--- config.mk ---
export PLATFORM = sky130hd
export DESIGN_NAME = ref_clk_train_ctrl
export DESIGN_NICKNAME = d
export VERILOG_FILES = /design/src/rtl/ref_clk_train_ctrl.sv
export SDC_FILE = /design/constraint.sdc
export NUM_CORES = 1
export LEC_CHECK = 0
export ABC_CLOCK_PERIOD_IN_PS = 6800
export CAP_MARGIN = 40
export CORE_MARGIN = 3
export CORE_UTILIZATION = 42
export CTS_CLUSTER_DIAMETER = 120
export DETAILED_ROUTE_END_ITERATION = 12
export DONT_BUFFER_PORTS = 1
export SLEW_MARGIN = 40
export SYNTH_ARGS = -nofsm -noshare
export SYNTH_HDL_FRONTEND = slang
export SYNTH_SLANG_ARGS = --single-unit
--- constraint.sdc ---
create_clock -name FAB_CLK -period 6.8 [get_ports FAB_CLK]
set_input_delay 1.7 -clock FAB_CLK [delete_from_list [all_inputs] [get_ports FAB_CLK]]
set_output_delay 1.7 -clock FAB_CLK [all_outputs]
set_load 0.01 [all_outputs]
--- src/rtl/ref_clk_train_ctrl.sv ---
// Reference-clock lane training sequencer: sweeps the IOD delay line to the first clock edge, then backs off.
// Define REF_CLK_TRAIN_EYE_MON_EN to let the eye-monitor EARLY/LATE flags disqualify a sample window.
module ref_clk_train_ctrl #(
    parameter int SETTLE_CYCLES = 16,
    parameter int SAMPLE_WORDS  = 8,
    parameter int MAX_TAPS      = 127,
    parameter int BACKOFF_TAPS  = 4
) (
    input  logic       FAB_CLK,
    input  logic       ARST_N,
    input  logic       TRAIN_START,
    input  logic [7:0] RX_DATA,
    input  logic       EYE_MONITOR_EARLY,
    input  logic       EYE_MONITOR_LATE,
    input  logic       DELAY_LINE_OUT_OF_RANGE,
    output logic       DELAY_LINE_LOAD,
    output logic       DELAY_LINE_MOVE,
    output logic       DELAY_LINE_DIRECTION,
    output logic       EYE_MONITOR_CLEAR_FLAGS,
    output logic       TRAIN_BUSY,
    output logic       TRAIN_DONE,
    output logic       TRAIN_ERR,
    output logic [7:0] TAP_COUNT,
    output logic [7:0] EDGE_TAP
);

    typedef enum logic [3:0] {
        S_IDLE,
        S_LOAD,
        S_SETTLE,
        S_CLEAR,
        S_SAMPLE,
        S_EVAL,
        S_STEP,
        S_BACK,
        S_DONE,
        S_ERR
    } state_t;

    localparam logic [7:0] SETTLE_LAST = 8'(SETTLE_CYCLES - 1);
    localparam logic [7:0] SAMPLE_LAST = 8'(SAMPLE_WORDS - 1);
    localparam logic [7:0] MAX_TAP_L   = 8'(MAX_TAPS);
    localparam logic [7:0] BACKOFF_L   = 8'(BACKOFF_TAPS);

    state_t     state, state_next;
    logic [7:0] settle_cnt;
    logic [7:0] sample_cnt;
    logic [7:0] win_pat;
    logic       win_bad;
    logic [7:0] ref_pat;
    logic       ref_valid;
    logic [7:0] tap_count;
    logic [7:0] edge_tap;
    logic [7:0] back_cnt;
    logic       backing;
    logic       done_q;
    logic       err_q;
    logic       dir_q;
    logic       dir_next;
    logic       load_pulse;
    logic       move_pulse;
    logic       clear_pulse;
    logic       eval_latch;
    logic       eval_edge;
    logic       eye_hit;
    logic       start_req;

`ifdef REF_CLK_TRAIN_EYE_MON_EN
    assign eye_hit                 = EYE_MONITOR_EARLY | EYE_MONITOR_LATE;
    assign EYE_MONITOR_CLEAR_FLAGS = clear_pulse;
`else
    logic unused_eye;
    assign unused_eye              = &{1'b0, EYE_MONITOR_EARLY, EYE_MONITOR_LATE, clear_pulse};
    assign eye_hit                 = 1'b0;
    assign EYE_MONITOR_CLEAR_FLAGS = 1'b0;
`endif

    assign start_req = TRAIN_START &&
                       (state == S_IDLE || state == S_DONE || state == S_ERR);

    always_ff @(posedge FAB_CLK or negedge ARST_N) begin
        if (!ARST_N) begin
            state <= S_IDLE;
        end else begin
            state <= state_next;
        end
    end

    // Next-state and strobe decode; datapath side effects key off these flags.
    always_comb begin
        state_next  = state;
        load_pulse  = 1'b0;
        move_pulse  = 1'b0;
        clear_pulse = 1'b0;
        dir_next    = dir_q;
        eval_latch  = 1'b0;
        eval_edge   = 1'b0;
        case (state)
            S_IDLE, S_DONE, S_ERR: begin
                if (TRAIN_START) state_next = S_LOAD;
            end
            S_LOAD: begin
                load_pulse = 1'b1;
                state_next = S_SETTLE;
            end
            S_SETTLE: begin
                if (settle_cnt == SETTLE_LAST) state_next = backing ? S_BACK : S_CLEAR;
            end
            S_CLEAR: begin
                clear_pulse = 1'b1;
                state_next  = S_SAMPLE;
            end
            S_SAMPLE: begin
                if (sample_cnt == SAMPLE_LAST) state_next = S_EVAL;
            end
            S_EVAL: begin
                if (DELAY_LINE_OUT_OF_RANGE) begin
                    state_next = S_ERR;
                end else if (!ref_valid) begin
                    eval_latch = !win_bad;
                    state_next = S_STEP;
                end else if (win_bad || (win_pat != ref_pat)) begin
                    eval_edge  = 1'b1;
                    state_next = (BACKOFF_TAPS == 0 || tap_count == 8'd0) ? S_DONE : S_BACK;
                end else begin
                    state_next = S_STEP;
                end
            end
            S_STEP: begin
                if (tap_count == MAX_TAP_L) begin
                    state_next = S_ERR;
                end else begin
                    move_pulse = 1'b1;
                    dir_next   = 1'b1;
                    state_next = S_SETTLE;
                end
            end
            S_BACK: begin
                if (tap_count == 8'd0) begin
                    state_next = S_DONE;
                end else begin
                    move_pulse = 1'b1;
                    dir_next   = 1'b0;
                    if ((back_cnt + 8'd1) == BACKOFF_L || tap_count == 8'd1) begin
                        state_next = S_DONE;
                    end else begin
                        state_next = S_SETTLE;
                    end
                end
            end
            default: state_next = S_IDLE;
        endcase
    end

    // Counters, window capture and the tap bookkeeping reported upstream.
    always_ff @(posedge FAB_CLK or negedge ARST_N) begin
        if (!ARST_N) begin
            settle_cnt <= '0;
            sample_cnt <= '0;
            win_pat    <= '0;
            win_bad    <= 1'b0;
            ref_pat    <= '0;
            ref_valid  <= 1'b0;
            tap_count  <= '0;
            edge_tap   <= '0;
            back_cnt   <= '0;
            backing    <= 1'b0;
            done_q     <= 1'b0;
            err_q      <= 1'b0;
            dir_q      <= 1'b0;
        end else begin
            dir_q <= dir_next;
            if (start_req) begin
                done_q    <= 1'b0;
                err_q     <= 1'b0;
                tap_count <= '0;
                edge_tap  <= '0;
                ref_valid <= 1'b0;
                backing   <= 1'b0;
                back_cnt  <= '0;
            end
            if (state_next == S_DONE && state != S_DONE) done_q <= 1'b1;
            if (state_next == S_ERR && state != S_ERR)   err_q  <= 1'b1;

            case (state)
                S_LOAD:   settle_cnt <= '0;
                S_SETTLE: settle_cnt <= settle_cnt + 8'd1;
                S_CLEAR:  sample_cnt <= '0;
                S_SAMPLE: begin
                    sample_cnt <= sample_cnt + 8'd1;
                    if (sample_cnt == 8'd0) begin
                        win_pat <= RX_DATA;
                        win_bad <= !(RX_DATA == 8'h55 || RX_DATA == 8'hAA) || eye_hit;
                    end else begin
                        win_bad <= win_bad || (RX_DATA != win_pat) || eye_hit;
                    end
                end
                S_EVAL: begin
                    if (eval_latch) begin
                        ref_pat   <= win_pat;
                        ref_valid <= 1'b1;
                    end
                    if (eval_edge) edge_tap <= tap_count;
                    if (state_next == S_BACK) begin
                        backing  <= 1'b1;
                        back_cnt <= '0;
                    end
                end
                S_STEP: begin
                    if (move_pulse) tap_count <= tap_count + 8'd1;
                    settle_cnt <= '0;
                end
                S_BACK: begin
                    if (move_pulse) begin
                        tap_count <= tap_count - 8'd1;
                        back_cnt  <= back_cnt + 8'd1;
                    end
                    settle_cnt <= '0;
                end
                default: ;
            endcase
        end
    end

    assign DELAY_LINE_LOAD      = load_pulse;
    assign DELAY_LINE_MOVE      = move_pulse;
    assign DELAY_LINE_DIRECTION = dir_next;
    assign TRAIN_BUSY           = !(state == S_IDLE || state == S_DONE || state == S_ERR);
    assign TRAIN_DONE           = done_q;
    assign TRAIN_ERR            = err_q;
    assign TAP_COUNT            = tap_count;
    assign EDGE_TAP             = edge_tap;

endmodule

==> results of run 1 <==
==> flip-flops by register name, indices dropped and copies added, names as in the netlist <==
signal      flops
ref_valid       1
state           4
TRAIN_DONE      1
ref_pat         8
TRAIN_ERR       1
EDGE_TAP        8
back_cnt        8
TAP_COUNT       8
win_bad         1
win_pat         8
sample_cnt      8
dir_q           1
settle_cnt      8
backing         1
==> synth_stat cells (all sizes together) (2+ instances only) <==
cell,number
dfrtp,66
nand2,58
nor2,34
o21ai,25
a21oi,21
nand3,20
mux2,16
xor2,14
nor3,10
xnor2,10
buf,7
ha,7
inv,7
and3,6
clkbuf,5
nand2b,5
nand4,5
nor4bb,5
o31ai,5
a31oi,4
o211ai,4
o21a,4
a22o,3
nor4,3
and2,2
nor3b,2
or2,2
or4,2
==> routing by layer <==
layer | up-vias | share of wire [%] | routed length, um
met1 | 1287 | 48 | 3555
met5 | - | 0 | 0
li1 | 1325 | - | -
met4 | 0 | 0.79 | 58
met3 | 7 | 5.2 | 383
met2 | 45 | 46 | 3385
==> final cells by class <==
class | instances | area, um^2 | area share (%)
clock buffers | 12 | 155.1 | 4.095
clock inverters | 3 | 15.01 | 0.3963
inverters | 8 | 30.03 | 0.7926
multi-input cells | 288 | 1809 | 47.75
flip-flops and latches | 66 | 1652 | 43.59
well taps | 102 | 127.6 | 3.369
==> kinds of logic after synthesis <==
| kind of cell | after synthesis | synth area share, % |
|---|---|---|
| other | 1 | 0.1057 |
| AND/OR/NAND/NOR | 161 | 22.74 |
| XOR/XNOR | 24 | 5.924 |
| multiplexers | 17 | 6.206 |
| adder cells (fa/ha/maj) | 7 | 2.468 |
| AO/OA/AOI/OAI | 78 | 13.54 |
| flip-flops | 66 | 46.54 |
| buffers and inverters | 20 | 2.468 |
==> critical path: stages, from the launching register on <==
cell,delay (ns)
dfrtp_1,0.60
nand4_1,0.27
o31ai_1,0.51
and2_1,0.41
clkinv_1,0.36
==> metrics by stage <==
step                      total power [mW]  hold slack [ns]  setup slack [ns]
after detailed placement             1.105           0.4821             3.008
after global routing                 1.510           0.5270             2.303
after CTS                            1.405           0.4934             2.611
after floorplan                      1.004           0.4506             3.402
final                                1.388           0.4870             2.612
after global placement               1.091           0.4730             3.055
==> power breakdown <==
group	switching [mW]	internal (mW)
sequential	0.155	0.488
combinational	0.241	0.212
clock	0.144	0.148
total	0.540	0.848
==> path summary, 6_finish.rpt <==
path                         startpoint              end  slack (ns)  cells after the start
hold / removal              back_cnt[7]      back_cnt[7]        0.49                      1
max in group asynchronous        ARST_N      back_cnt[5]        5.62                      0
setup reg to reg           TAP_COUNT[2]     TAP_COUNT[2]        4.20                      6
setup / recovery           TAP_COUNT[2]  DELAY_LINE_MOVE        2.61                      4
hold reg to reg             back_cnt[7]      back_cnt[7]        0.49                      1
min in group asynchronous        ARST_N       win_pat[7]        1.05                      0
==> placed cells by master (no fill, tap or decap), types with 10 or more instances in the layout <==
cell,count
dfrtp_1,66
nand2_1,58
nor2_1,33
o21ai_0,25
a21oi_1,21
nand3_1,20
xor2_1,14
clkbuf_8,11
nor3_1,10
xnor2_1,10
==> qor.csv, run 1 <==
stage,metric,value,unit
grt,gr usage total,16.57,%
clocking,worst skew pair latency,0.34,ns
grt,initial antenna violation count,0,
pwr,Pwr Density,366.3,nW/um^2
floorplan,die area,9587,um^2
critical_path,Worst EP required,5.10,ns
timing,Final Max Tran Viols,0,
routing,First-pass DRT Iterations,5,
pwr,worst vdd ir,0.0001867,V
place,port bufs,0,
pwr,Leak,1.660,nW
floorplan,Core Region,7968,um^2
logic_synthesis,ys async rst share,100.0,%
timing,Clock Skew,0.006352,ns
place,Post-DP Area,3618,um^2
critical_path,Critical Path AT,2.49,ns
timing,final hold violations,0,
layout,fin area,3789,um^2
grt,vias in the first global route,2619,
clocking,Post-CTS Hold Fix Bufs,0,
grt,gr ovfl total,0,
critical_path,Worst setup SP type,flip-flop,
grt,M2 GR Usage,25.60,%
floorplan,Starting Density,44.54,%
outcome,status,"finished, final reports clean",
timing,RSZ-0062 raised after global routing,false,
clocking,clock-pin slew on the worst setup and hold paths,0.07,ns
clocking,Sink Count,66,
timing,final setup violation count,0,
logic_synthesis,Ys Warns,0,
run,Max-Cap Viols,0,
floorplan,# rows,32,
logic_synthesis,Yosys top cell area share,46.54,%
floorplan,IO Count,37,
grt,GRT busiest layer,met2,
critical_path,crit end category,primary output,
routing,DRT antenna net count,0,
layout,fraction of layout cells with a size suffix above 1,10.08,%
clocking,CTS-repair resized insts,0,
grt,global-route wire length before repair,12910,um
clocking,htree depth,3,
routing,routed vias,2664,
hold_path,Hold Path Class,flip-flop to flip-flop,
timing,Max Freq,0.2388,GHz
timing,worst-margin pin slew,0.7487,ns
routing,Post-route DRC,0,
clocking,CTS tree,yes,
clocking,Setup Buffers After CTS,0,
layout,number of antenna diodes,0,
routing,final WL,7382,um
critical_path,crit-path max FO,11,
layout,layout filler cell count,780,
routing,DR WL/cell,15.41,um
layout,Layout Cells excl Fill,479,
logic_synthesis,Cell variety after synth,56,
logic_synthesis,synthesized instance count,374,
logic_synthesis,Mapped Avg Cell Area,9.488,um^2
layout,Final Util,47.55,%
floorplan,Die Width,97.92,um
routing,initial DRC count,125,
critical_path,Worst Setup Path Type,flip-flop to primary output,
logic_synthesis,"area leader, netlist",dfrtp_1,
logic_synthesis,synth top area cells,"dfrtp_1, nand2_1, o21ai_0, nor2_1, xor2_1",
timing,fin crit period,4.188,ns
place,global placement routability congestion,0.7846,
grt,pin count of the biggest net entering global routing,67,
clocking,deepest clock path buffer count,2,
logic_synthesis,Syn Nets,395,
layout,Nets,394,
place,final HPWL from detailed placement,5135,um
clocking,Root Driver,clkbuf_8,
layout,area grow syn2layout,6.770,%
grt,GR Util met1,21.78,%
grt,GR Layer Usage met3,6.500,%
logic_synthesis,"Seq/Total Area, Yosys",46.54,%
logic_synthesis,"FF+latch count, synth",66,
floorplan,Chip Height,97.92,um
timing,Final period util,61.58,%
timing,slew margin rel.,49.86,%
timing,Final TNS setup,0,ns
place,Placed Instances,464,
routing,post-DR vias/cell,5.562,
logic_synthesis,"EDFF count, synth",0,
clocking,TritonCTS buffer count,9,
logic_synthesis,synthesized area,3548,um^2
logic_synthesis,Post-synth top flop,dfrtp_1,
No activity file was read; power rests on OpenSTA's default activity.
==> inputs of run 2 (changes only) <==
- ABC_CLOCK_PERIOD_IN_PS: 6800 -> 3400
- clock period: 6.8 -> 3.4 ns (I/O delays scaled with it)
==> run 2 against run 1 <==
Compared with the run above:
- worst setup slack got worse by 2.4 ns
- clock power rose to 3.0 times the previous value
- global-route usage fell by 0.090 points
- first-iteration DRC count rose by 20%
- combinational power rose by 120%
- critical path depth rose by 1
- via count rose by 0.98%
- flip-flop and latch count did not move
- cell area rose by 3.5%
- sequential power rose by 98%
- final cell count rose by 1.3%
- largest power group unchanged
- highest routed layer unchanged
==> qor.csv, run 2 (synthesis gave the netlist of run 1 again) <==
stage,metric,value,unit,change
critical_path,worst reg2reg path endpoint,TAP_COUNT[2],,
critical_path,r2r setup slk,0.97,ns,-3.23 ns
grt,gr ovfl total,0,,unchanged
grt,global-route wire length before repair,12890,um,-0.15%
grt,pin count of the biggest net entering global routing,67,,unchanged
routing,final WL,7471,um,+1.2%
critical_path,FF-to-FF Start,TAP_COUNT[3],,
place,DP Worst Slack,0.5769,ns,-2.431 ns
clocking,TritonCTS buffer count,9,,unchanged
timing,Clock Skew,0.006207,ns,-0.0001447 ns
floorplan,# rows,32,,unchanged
floorplan,IO Count,37,,unchanged
critical_path,crit-path max FO,9,,-2
run,Max-Cap Viols,0,,unchanged
clocking,Setup Buffers After CTS,0,,unchanged
layout,fin area,3923,um^2,+3.5%
critical_path,Critical Path AT,2.33,ns,-0.16 ns
pwr,"Power, Total",3.110,mW,+120%
floorplan,Die Width,97.92,um,unchanged
clocking,worst skew pair latency,0.34,ns,about the same
clocking,Root Driver,clkbuf_8,,
routing,initial DRC count,150,,+20%
timing,Final TNS setup,0,ns,unchanged
critical_path,Worst setup SP type,flip-flop,,
timing,slew margin rel.,51.74,%,+1.9 points
timing,Max Freq,0.3144,GHz,
grt,initial antenna violation count,0,,unchanged
layout,"commonest non-fill, non-tap cell in the layout",dfrtp_1,,
hold_path,Hold Path Class,input port to asynchronous set/reset pin,,
floorplan,Chip Height,97.92,um,unchanged
routing,post-DR vias/cell,5.546,,-0.27%
critical_path,crit end category,primary output,,
timing,final hold violations,0,,unchanged
critical_path,Worst Setup Path Type,flip-flop to primary output,,
routing,routed vias,2690,,+0.98%
grt,vias in the first global route,2638,,+0.73%
layout,fraction of layout cells with a size suffix above 1,12.01,%,+1.9 points
layout,most frequent cells in the layout,"dfrtp_1, nand2_1, nor2_1, o21ai_0, a21oi_1",,
layout,Nets,399,,+1.3%
timing,RSZ-0062 raised after global routing,false,,
timing,worst-margin pin slew,0.7205,ns,-0.02820 ns
timing,Final Max Tran Viols,0,,unchanged
clocking,htree depth,3,,unchanged
routing,Post-route DRC,0,,unchanged
timing,Final period util,93.54,%,
clocking,deepest clock path buffer count,2,,unchanged
critical_path,cell count of the worst reg-to-reg path,7,,+1
routing,First-pass DRT Iterations,4,,-1
outcome,status,"finished, final reports clean",,
layout,area grow syn2layout,10.54,%,
place,global placement routability congestion,0.7871,,+0.32%
clocking,clock-pin slew on the worst setup and hold paths,0.07,ns,about the same
timing,setup ws final,0.2198,ns,-2.393 ns
floorplan,die area,9587,um^2,unchanged
clocking,Sink Count,66,,unchanged
place,final HPWL from detailed placement,5189,um,+1.0%
pwr,worst vdd ir,0.0004764,V,+160%
pwr,Pwr Density,792.9,nW/um^2,+120%
place,Post-DP Area,3656,um^2,+1.0%
critical_path,Worst EP required,2.55,ns,-2.55 ns
routing,DR WL/cell,15.40,um,about the same
timing,final setup violation count,0,,unchanged
place,port bufs,0,,unchanged
pwr,Leak,1.719,nW,+3.6%
timing,fin crit period,3.180,ns,
clocking,CTS tree,yes,,
floorplan,Core Region,7968,um^2,unchanged
floorplan,Starting Density,44.54,%,unchanged
routing,DRT antenna net count,0,,unchanged
grt,gr usage total,16.48,%,-0.090 points
layout,number of antenna diodes,0,,unchanged
## run 2: worst max-delay path: stages, from the launching register on
cell and delay, ns:
dfrtp_1 0.51, nor4_2 0.31, buf_4 0.17, a31o_2 0.26, and2_1 0.38, clkinv_1 0.37
## run 2: layout make-up
cell class	count	area (um^2)
fill	746	4045
multi-input combinational	288	1809
sequential	66	1653
clock inverter	7	141.4
tap	102	127.6
clock buffer	9	123.9
timing repair buffer	5	37.54
inverter	8	30.03
## run 2: power by group
| part | switching [mW] | internal (mW) |
|---|---|---|
| clock network | 0.304 | 0.561 |
| logic | 0.520 | 0.454 |
| registers | 0.294 | 0.976 |
## run 2: worst max-delay path by stage
stage | from | end | slack [ns] | cells past startpoint
6_report | TAP_COUNT[3] | DELAY_LINE_MOVE | 0.22 | 5
3_5_place_dp | TAP_COUNT[2] | DELAY_LINE_MOVE | 0.58 | 5
2_1_floorplan | TAP_COUNT[2] | DELAY_LINE_MOVE | 0.85 | 6
3_3_place_gp | TAP_COUNT[2] | DELAY_LINE_MOVE | 0.62 | 5
5_1_grt | TAP_COUNT[3] | DELAY_LINE_MOVE | 0.03 | 5
4_1_cts | TAP_COUNT[2] | DELAY_LINE_MOVE | 0.20 | 5
## run 2: per-stage QoR
step,hold slack (ns),cells,utilization [%]
global route,0.1646,485,49.23
detailed placement,0.4729,469,45.89
floorplan,0.4506,374,-
CTS,0.1829,485,49.21
finish,0.1976,485,49.23
global placement,0.4735,469,45.89
## run 2: what timing repair did
| item | CTS | global route |
|---|---|---|
| hold buffers | 0 | 0 |
| setup endpoints to repair | 0 | 1 |
| resized for setup | 0 | 1 |
## run 2: metal layers
metal	share of wire, %	global-route usage (%)	up-vias
met5	0	0	-
met4	0.70	3.834	0
met3	5.7	6.143	7
met2	47	26.02	48
met1	46	21.64	1299
li1	-	-	1336
==> inputs of run 3 (changes only) <==
--- a/config.mk
+++ b/config.mk
@@ -8,2 +8,3 @@
 export ABC_CLOCK_PERIOD_IN_PS = 3400
+export BUFFER_PORTS_ARGS = -buffer_cell sky130_fd_sc_hd__buf_2
 export CAP_MARGIN = 40
@@ -13,3 +14,2 @@
 export DETAILED_ROUTE_END_ITERATION = 12
-export DONT_BUFFER_PORTS = 1
 export SLEW_MARGIN = 40
==> constraint.sdc (replaced) <==
create_clock -name FAB_CLK -period 3.4 [get_ports FAB_CLK]
set_input_delay 0.34 -clock FAB_CLK [delete_from_list [all_inputs] [get_ports FAB_CLK]]
set_output_delay 0.34 -clock FAB_CLK [all_outputs]
set_load 0.01 [all_outputs]
==> run 3 against run 2 <==
Compared with the run above:
- clock skew rose by 0.0079 ns
- critical path type unchanged
- cell area rose by 3.6%
- critical path depth did not move
- highest routed layer unchanged
- die area did not move
- non-clock buffer count rose by 33
==> qor.csv, run 3 (synthesis gave the netlist of run 1 again) <==
stage,metric,value,unit,change
pwr,Leak,1.873,nW,+8.9%
hold_path,worst hold start,RX_DATA[3],,
clocking,CTS tree,yes,,
timing,worst-margin pin slew,0.7376,ns,+0.01713 ns
run,Max-Cap Viols,0,,unchanged
pwr,Pwr Density,757.2,nW/um^2,-4.5%
place,port bufs,33,,+33
routing,Post-route DRC,0,,unchanged
critical_path,r2r setup slk,0.98,ns,about the same
timing,Final period util,85.18,%,-8.4 points
critical_path,CP cell instances,nand4_1 > o31ai_1 > and2_1 > clkinv_1 > buf_2,,
place,Placed Instances,501,,+6.8%
floorplan,Die Width,97.92,um,unchanged
routing,post-DR vias/cell,5.465,,-1.5%
critical_path,cell count of the worst reg-to-reg path,6,,-1
clocking,TritonCTS buffer count,9,,unchanged
clocking,clock-pin slew on the worst setup and hold paths,0.08,ns,about the same
floorplan,die area,9587,um^2,unchanged
critical_path,Critical path origin,TAP_COUNT[2],,
hold_path,Hold Path Class,input port to flip-flop,,
grt,pin count of the biggest net entering global routing,28,,-58%
critical_path,CP max stage delay,0.54,ns,+0.03 ns
timing,slew margin rel.,50.60,%,-1.1 points
layout,Nets,432,,+8.3%
routing,DR WL/cell,14.43,um,-6.3%
routing,First-pass DRT Iterations,6,,+2
place,global placement routability congestion,0.7979,,+1.4%
critical_path,Worst EP required,3.06,ns,+0.51 ns
pwr,"Power, Total",3.078,mW,-1.0%
layout,"commonest non-fill, non-tap cell in the layout",dfrtp_1,,
floorplan,# rows,32,,unchanged
routing,final WL,7473,um,about the same
critical_path,Worst Setup Path Type,flip-flop to primary output,,
critical_path,FF-to-FF Start,TAP_COUNT[2],,
layout,Final Util,51.02,%,+1.8 points
grt,global-route wire length before repair,13340,um,+3.5%
clocking,CTS-repair resized insts,0,,unchanged
timing,fin crit period,2.896,ns,-0.2840 ns
critical_path,Critical Path AT,2.56,ns,+0.23 ns
hold_path,hold depth,2,,
pwr,worst vdd ir,0.0003564,V,-25%
layout,layout filler cell count,758,,+1.6%
clocking,htree depth,3,,unchanged
place,final HPWL from detailed placement,5270,um,+1.6%
clocking,Root Driver,clkbuf_8,,
place,DP Worst Slack,0.8801,ns,+0.3033 ns
critical_path,Worst setup SP type,flip-flop,,
clocking,deepest clock path buffer count,2,,unchanged
clocking,worst skew pair latency,0.35,ns,about the same
grt,vias in the first global route,2736,,+3.7%
critical_path,Worst path slowest cell,o31ai_1,,
timing,Max Freq,0.3453,GHz,+9.8%
timing,Clock Skew,0.01409,ns,+0.007887 ns
critical_path,crit end category,primary output,,
routing,initial DRC count,126,,-16%
outcome,status,"finished, final reports clean",,
routing,routed vias,2831,,+5.2%
timing,Final TNS setup,0,ns,unchanged
floorplan,Starting Density,44.54,%,unchanged
clocking,Sink Count,66,,unchanged
grt,initial antenna violation count,0,,unchanged
timing,final hold violations,0,,unchanged
floorplan,IO Count,37,,unchanged
routing,DRT antenna net count,0,,unchanged
layout,most frequent cells in the layout,"dfrtp_1, nand2_1, nor2_1, buf_2, o21ai_0",,
grt,gr ovfl total,0,,unchanged
layout,area grow syn2layout,14.56,%,
floorplan,Core Region,7968,um^2,unchanged
grt,gr usage total,16.96,%,+0.48 points
timing,final setup violation count,0,,unchanged
layout,fraction of layout cells with a size suffix above 1,18.51,%,+6.5 points
timing,setup ws final,0.5039,ns,+0.2840 ns
timing,RSZ-0062 raised after global routing,false,,
timing,Final Max Tran Viols,0,,unchanged
floorplan,Chip Height,97.92,um,unchanged
layout,Layout Cells excl Fill,518,,+6.8%
critical_path,crit-path max FO,11,,+2
layout,number of antenna diodes,0,,unchanged
-- run 3: cell types whose count changed in the layout (fill, tap and decap cells not counted), sizes merged --
cell,change
clkinvlp,-1
buf,+32
clkinv,+2
bufinv,-1
dlygate4sd3,+1
-- run 3: what timing repair did --
action                                 CTS  global route
hold buffers                             1             0
endpoints found under the hold margin   13             0
setup buffers                            0             0
-- run 3: power by group --
part	leakage (nW)	internal (mW)	total, mW	switching [mW]
Sequential	0.884	0.975	1.26	0.289
Clock	0.123	0.487	0.804	0.317
Combinational	0.866	0.472	1.01	0.538
-- run 3: per-stage QoR --
stage | area, um^2 | hold slack [ns]
floorplan | 3548 | 0.04441
CTS | 4065 | 0.2569
finish | 4065 | 0.2727
global placement | 3814 | 0.3882
global route | 4065 | 0.2561
detailed placement | 3814 | 0.3794
-- run 3: cell type report --
type	instances	area, um^2	share of cell area, %
clock buffer	9	123.9	3.047
clock inverter	7	117.6	2.893
inverter	8	30.03	0.7387
multi-input combinational	288	1809	44.51
sequential	66	1652	40.63
tap	102	127.6	3.139
timing repair buffer	38	205.2	5.048
-- run 3: final timing paths --
path / endpoint
min: win_pat[3]
min in group asynchronous: win_pat[3]
max in group asynchronous: TRAIN_DONE
max: DELAY_LINE_MOVE
min reg2reg: TRAIN_ERR
max reg2reg: TAP_COUNT[2]
-- run 3: routing by layer --
metal	wire length (um)	global-route usage, %	up-vias	share of wire, %
met5	0	0	-	0
met1	3608	23.00	1379	48
met2	3525	26.49	44	47
met3	254	4.786	9	3.4
li1	-	-	1399	-
met4	85	5.112	0	1.1
-- run 3: worst max-delay path, delay by kind of cell, from the launching register on --
family / cells / cell delay [ns]
compound gates: 1 / 0.54
buf+inv: 2 / 0.52
simple gates: 2 / 0.62
flops: 1 / 0.53
